[src/rtl/multi_cycle_ctrl.sv]
// Multi-cycle MIPS-style control unit: a Moore/Mealy FSM that sequences fetch,
// decode, execute, memory and writeback, driving the datapath mux and write-enable controls.
module multi_cycle_ctrl #(
    parameter logic [5:0] OP_RTYPE = 6'd0,
    parameter logic [5:0] OP_LW    = 6'd35,
    parameter logic [5:0] OP_SW    = 6'd43,
    parameter logic [5:0] OP_BEQ   = 6'd4,
    parameter logic [5:0] OP_BNE   = 6'd5,
    parameter logic [5:0] OP_J     = 6'd2,
    parameter logic [5:0] OP_ADDI  = 6'd8,
    parameter logic [5:0] OP_LUI   = 6'd15
) (
    input  logic       clk,
    input  logic       rst_n,
    input  logic [5:0] opcode,
    input  logic       mem_ready,
    output logic       pc_write,
    output logic       pc_write_cond,
    output logic       branch_ne,
    output logic       i_or_d,
    output logic       mem_read,
    output logic       mem_write,
    output logic       ir_write,
    output logic       mem_to_reg,
    output logic       reg_dst,
    output logic       reg_write,
    output logic       alu_src_a,
    output logic       illegal_op,
    output logic [1:0] alu_src_b,
    output logic [1:0] alu_op,
    output logic [1:0] pc_source,
    output logic [3:0] state
);

    typedef enum logic [3:0] {
        S_FETCH    = 4'd0,
        S_DECODE   = 4'd1,
        S_MEM_ADDR = 4'd2,
        S_MEM_RD   = 4'd3,
        S_MEM_WB   = 4'd4,
        S_MEM_WR   = 4'd5,
        S_EXEC     = 4'd6,
        S_R_WB     = 4'd7,
        S_BRANCH   = 4'd8,
        S_JUMP     = 4'd9,
        S_IMM_EXEC = 4'd10,
        S_IMM_WB   = 4'd11
    } state_t;

    state_t state_q;
    state_t state_d;
    logic   imm_alu_lui;

    assign state       = state_q;
    assign imm_alu_lui = (opcode == OP_LUI);

    always_ff @(posedge clk or negedge rst_n) begin
        if (!rst_n) begin
            state_q <= S_FETCH;
        end else begin
            state_q <= state_d;
        end
    end

    always_comb begin
        state_d       = S_FETCH;
        pc_write      = 1'b0;
        pc_write_cond = 1'b0;
        branch_ne     = 1'b0;
        i_or_d        = 1'b0;
        mem_read      = 1'b0;
        mem_write     = 1'b0;
        ir_write      = 1'b0;
        mem_to_reg    = 1'b0;
        reg_dst       = 1'b0;
        reg_write     = 1'b0;
        alu_src_a     = 1'b0;
        illegal_op    = 1'b0;
        alu_src_b     = 2'b00;
        alu_op        = 2'b00;
        pc_source     = 2'b00;

        case (state_q)
            S_FETCH: begin
                mem_read  = 1'b1;
                alu_src_b = 2'b01;
                ir_write  = mem_ready;
                pc_write  = mem_ready;
                state_d   = mem_ready ? S_DECODE : S_FETCH;
            end
            S_DECODE: begin
                alu_src_b = 2'b11;
                if (opcode == OP_LW || opcode == OP_SW) begin
                    state_d = S_MEM_ADDR;
                end else if (opcode == OP_RTYPE) begin
                    state_d = S_EXEC;
                end else if (opcode == OP_BEQ || opcode == OP_BNE) begin
                    state_d = S_BRANCH;
                end else if (opcode == OP_J) begin
                    state_d = S_JUMP;
                end else if (opcode == OP_ADDI || opcode == OP_LUI) begin
                    state_d = S_IMM_EXEC;
                end else begin
                    illegal_op = 1'b1;
                    state_d    = S_FETCH;
                end
            end
            S_MEM_ADDR: begin
                alu_src_a = 1'b1;
                alu_src_b = 2'b10;
                state_d   = (opcode == OP_LW) ? S_MEM_RD : S_MEM_WR;
            end
            S_MEM_RD: begin
                mem_read = 1'b1;
                i_or_d   = 1'b1;
                state_d  = mem_ready ? S_MEM_WB : S_MEM_RD;
            end
            S_MEM_WB: begin
                reg_write  = 1'b1;
                mem_to_reg = 1'b1;
            end
            S_MEM_WR: begin
                mem_write = 1'b1;
                i_or_d    = 1'b1;
                state_d   = mem_ready ? S_FETCH : S_MEM_WR;
            end
            S_EXEC: begin
                alu_src_a = 1'b1;
                alu_op    = 2'b10;
                state_d   = S_R_WB;
            end
            S_R_WB: begin
                reg_write = 1'b1;
                reg_dst   = 1'b1;
            end
            S_BRANCH: begin
                alu_src_a     = 1'b1;
                alu_op        = 2'b01;
                pc_write_cond = 1'b1;
                pc_source     = 2'b01;
                branch_ne     = (opcode == OP_BNE);
            end
            S_JUMP: begin
                pc_write  = 1'b1;
                pc_source = 2'b10;
            end
            S_IMM_EXEC: begin
                alu_src_a = 1'b1;
                alu_src_b = 2'b10;
                alu_op    = imm_alu_lui ? 2'b11 : 2'b00;
                state_d   = S_IMM_WB;
            end
            S_IMM_WB: begin
                reg_write = 1'b1;
                alu_src_b = 2'b10;
                alu_op    = imm_alu_lui ? 2'b11 : 2'b00;
            end
            default: begin
                state_d = S_FETCH;
            end
        endcase

        // Reset holds the state in FETCH, whose fetch strobes must not leak out.
        if (!rst_n) begin
            pc_write      = 1'b0;
            ir_write      = 1'b0;
            reg_write     = 1'b0;
            mem_write     = 1'b0;
            pc_write_cond = 1'b0;
            illegal_op    = 1'b0;
        end
    end

endmodule

[config.mk]
export PLATFORM = sky130hd
export DESIGN_NAME = multi_cycle_ctrl
export DESIGN_NICKNAME = d
export VERILOG_FILES = /design/src/rtl/multi_cycle_ctrl.sv
export SDC_FILE = /design/constraint.sdc
export NUM_CORES = 1
export LEC_CHECK = 0
export CAP_MARGIN = 20
export CORE_MARGIN = 2
export CORE_UTILIZATION = 40
export DETAILED_ROUTE_END_ITERATION = 8
export PLACE_DENSITY = 0.79
export SLEW_MARGIN = 40
export SYNTH_ARGS = -nofsm -noshare
export SYNTH_HDL_FRONTEND = slang
export SYNTH_SLANG_ARGS = --single-unit
export TNS_END_PERCENT = 50
[constraint.sdc]
create_clock -name clk -period 2.3 [get_ports clk]
set_clock_uncertainty 0.05 [all_clocks]
set_input_delay 0.46 -clock clk [delete_from_list [all_inputs] [get_ports clk]]
set_output_delay 0.46 -clock clk [all_outputs]
set_load 0.03 [all_outputs]
-- After elaboration in Yosys (flattened, before gate mapping)
Index checks and enable logic that the tools add are counted.
- input bits: 9
- output and inout bits: 22
- register bits after elaboration: 4
- reduce and logical (&&, ||, !) cells: 11
- multiplexer cells: 37
- equality and inequality tests: 18
- operators with widths (kind ; number):
    $pmux W4 S7 ; 1
    $mux W1 ; 23
    $mux W4 ; 5
    $eq A4 B3 Y1 const B ; 4
    $eq A4 B4 Y1 const B ; 4
    $eq A6 B3 Y1 const B ; 2
    $eq A6 B4 Y1 const B ; 2
    $eq A6 B6 Y1 const B ; 2
    $pmux W2 S3 ; 2
    $mux W3 ; 3
    $eq A4 B2 Y1 const B ; 2
    $eq A6 B2 Y1 const B ; 1
    $logic_not A6 Y1 ; 1
    $reduce_or A2 Y1 ; 3
    $reduce_or A3 Y1 ; 2
    $eq A4 B1 Y1 const B ; 1
    $logic_not A4 Y1 ; 1
    $pmux W2 S2 ; 1
    $reduce_or A4 Y1 ; 1
    $logic_or A1 B1 Y1 ; 3
    $mux W2 ; 1
    $pmux W1 S2 ; 1

-- Logic depth before layout (Yosys ltp)
- depth after elaboration: 9
- depth in mapped cells: 6
- depth with buffers taken out: 4

-- Least setup slack after synthesis
OpenSTA, ideal clock, no wires.
- path type: reg2out
- start: reg state_q[0] (netlist: state[0])
- end: out branch_ne
- stages on the path, launching flop included: 6
- slack: -927 ps
- buffers on the path: 2
- arrival: 2717 ps
- required time: 1790 ps
- path through: dfrtp_1 > clkbuf_1 > clkbuf_1 > nor3_1 > nand3_1 > nor4_1
- cells in the longest elaborated chain, start to end: 2
- RTL lines (element ; RTL line ; text):
    start: declaration ; 50 ; state_t state_q;
    start signal: assignment ; 61 ; state_q <= state_d;
    $eq A4 B4 Y1 ; 83 ; case (state_q)
    $mux W1 ; 83 ;
    end: declaration ; 19 ; output logic branch_ne,
Every way passes these cells.

-- Worst setup path in the final report
- start: in opcode[4]
- end: out alu_op[1]
- cells in the longest elaborated chain, start to end: 3
- RTL lines (element ; RTL line ; text):
    start: declaration ; 15 ; input logic [5:0] opcode,
    $eq A6 B4 Y1 ; 55 ; assign imm_alu_lui = (opcode == OP_LUI);
    $mux W2 ; 150, 156 ;
    $pmux W2 S3 ; 83 ;
    end: declaration ; 30 ; output logic [1:0] alu_op,
Every way passes these cells.

==> summary.txt <==
Slew HR - 65.8%
Buf+Inv Stages, Crit Path - 3
Fmax - 433 MHz
Via Count - 1007
Vias in the first global route - 972
Iter 0 DRT Violations - 45
Root buf cell - clkbuf_4
ANT cells - 0
RSZ-0062 raised after global routing - yes
Latest clock arrival within the worst-skew pair - 0.23 ns
IO Pins - 31
Critical path endpoint category - primary output
Post-Synthesis Cells - 94
Arrival time at the worst endpoint - 1.80 ns
Crit Reg-Reg Endpoint - state[0]
Finished Cell Area - 1210 um^2
Largest net degree at the start of global routing - 20
Nets - 165
Yosys Warn Count - 0
Main synth FF type - dfrtp_1
Critical Path Max Stage Delay - 0.47 ns
Top-count cell post-synth - nor2_1
CTS tree - built
Core area - 1510 um^2
Final Max Slew Viols - 0
Post-synth EDFFs - 0
CTS max path bufs - 2
Synth Area in Simple Gates - 46.2%
# setup viols final - 1
Leading cell types by count after synthesis - nor2_1 (12), nor4_1 (7), clkbuf_1 (6), nor3_1 (6), nand2_1 (5)
CP Class - input pin to primary output
Port Buf Inserts - 30
Largest family of logic cells by synthesized area - simple AND/OR/NAND/NOR gates
Max VDD drop - 0.540 mV
Distinct cells, synth - 38
Global router's overall resource usage - 31.3%
Ratio of cells with drive above 1 in the final layout - 40.3%
Max Cap Viol - 0
Power per standard cell area - 463 nW/um^2
R2R depth - 9
Post-Synth Adder-Cell Area - 0%
Worst slew pin tran - 0.509 ns
Mapped cell area - 639 um^2
Cell row count - 14
HP Class - input pin to asynchronous set/reset pin
Drt pass-1 iters - 4
Clock transition at path regs - 0.04 ns
Leakage power - 0.610 nW
Post-DP Area - 1120 um^2
Routability cong. - 0.813
Failing checks - negative setup slack
First-pass GRT wire length - 4550 um
Status - finished with violations
Area delta synth->final - 89.2%
Final setup margin - -0.00950 ns
Yosys top cell area share - 15.7%
Total gr overflow - 0
DRC viols - 0
Die height - 44.0 um
Die width - 44.0 um
Synth area leader - dfrtp_1
Final hold vios - 0
Syn nets - 103
Vias per cell - 5.92
Routed wire length - 2700 um
Clock sink count - 4
Die area - 1930 um^2
Required time of the critical path - 1.79 ns
Sequential-to-total area share from yosys stat - 15.7%
H-tree depth - 1
TritonCTS Buffers - 3
Worst R2R Start - state[0]
Post-synthesis compound-gate area fraction - 22.5%
Top post-synthesis cells by area - dfrtp_1 (16%), nor2_1 (7.0%), nor4_1 (6.8%), nor3_1 (4.7%), nand2b_1 (3.9%)
Antenna Nets Post-Route - 0
Average wire per standard cell - 15.9 um
Crit path max-delay family - buffers and inverters
CP Launch Type - input pin
Slowest-stage cell, CP - clkdlybuf4s50_1
Fin crit share - 100%
Final Critical Period - 2.31 ns
#FFs+latches synth - 4
Most frequent CP cell - buf_4
CP Max Fanout - 3
R2r setup slk - 0.58 ns
Largest register FFs - 4
Hold-fix buffers, CTS - 0
HPWL after detailed placement - 1690 um
Initial antenna violation count - 0
Synth Area in XOR/XNOR - 2.74%
Mux cell area share after synthesis - 3.33%
Initial Util - 42.4%
Crit-path cells - clkdlybuf4s50_1 > nor2_2 > buf_4 > nand3_1 > o22ai_1 > and2_1 > buf_4
Synth async-reset ratio - 100%
WHS - 0.485 ns
Total Neg Setup Slack - -0.00950 ns
Avg Cell Area, Syn - 6.80 um^2
-- cell families after synthesis --
logic type,count (synthesis)
and+or+nand+nor,53
buffers and inverters,13
DFF,4
xor gates and xnor gates,2
AOI/OAI and AO/OA,20
muxes,2
-- worst max-delay path by stage --
stage / slack (ns) / startpoint / endpoint / cells past startpoint
3_3_place_gp: -0.71 / opcode[1] / illegal_op / 6
2_1_floorplan: -0.19 / state[1] / pc_write_cond / 3
6_report: -0.009 / opcode[4] / alu_op[1] / 7
5_1_grt: -0.07 / opcode[4] / alu_op[1] / 7
4_1_cts: -0.03 / opcode[5] / illegal_op / 6
3_5_place_dp: -0.73 / opcode[0] / illegal_op / 6
-- layout make-up --
type | instances | area (um^2)
well taps | 16 | 20.0
fillers | 98 | 297
inverters | 3 | 11.3
flip-flops and latches | 4 | 100
multi-input cells | 77 | 515
repair buffers | 67 | 541
clock buffers | 3 | 22.5
-- layout by cell type (no fill, tap or decap), types with 3 or more instances in the layout --
cell type,n
nand2_1,5
nor3b_1,3
buf_4,45
dfrtp_1,4
nand3_1,3
nor2_1,11
nor4_1,5
nand2b_1,4
inv_1,3
clkbuf_4,3
clkdlybuf4s50_1,8
nor2b_1,3
nor3_1,4
o21ai_0,3
a21oi_1,4
dlygate4sd2_1,7
clkbuf_2,3
-- where the power goes --
group	total, mW	leakage [nW]	internal [mW]	switching (mW)
logic	0.393	0.542	0.173	0.220
registers	0.0824	0.0540	0.0780	0.00442
clock network	0.0847	0.0138	0.0582	0.0264
-- metal layers --
metal / track usage (%) / up-vias / share of wire (%)
li1: - / 473 / -
met1: 44.2 / 469 / 43
met2: 51.5 / 63 / 49
met3: 3.75 / 2 / 7.3
met4: 5.45 / 0 / 0.56
met5: 0 / - / 0
-- stage by stage --
step           power (mW)  std cells  worst slack (ns)  util (%)
2_1_floorplan       0.291         94            -0.187         -
6_report            0.560        170          -0.00950      80.3
4_1_cts             0.550        170           -0.0325      80.5
5_1_grt             0.597        170           -0.0735      80.3
3_3_place_gp        0.435        156            -0.712      74.1
3_5_place_dp        0.443        156            -0.732      74.1
-- timing repair --
action,in CTS,in global routing
setup endpoints to repair,8,7
setup buffers,11,0
pin swaps,4,4
resized for setup,19,10
hold endpoints to repair,0,0
(Power assumes the default switching activity.)
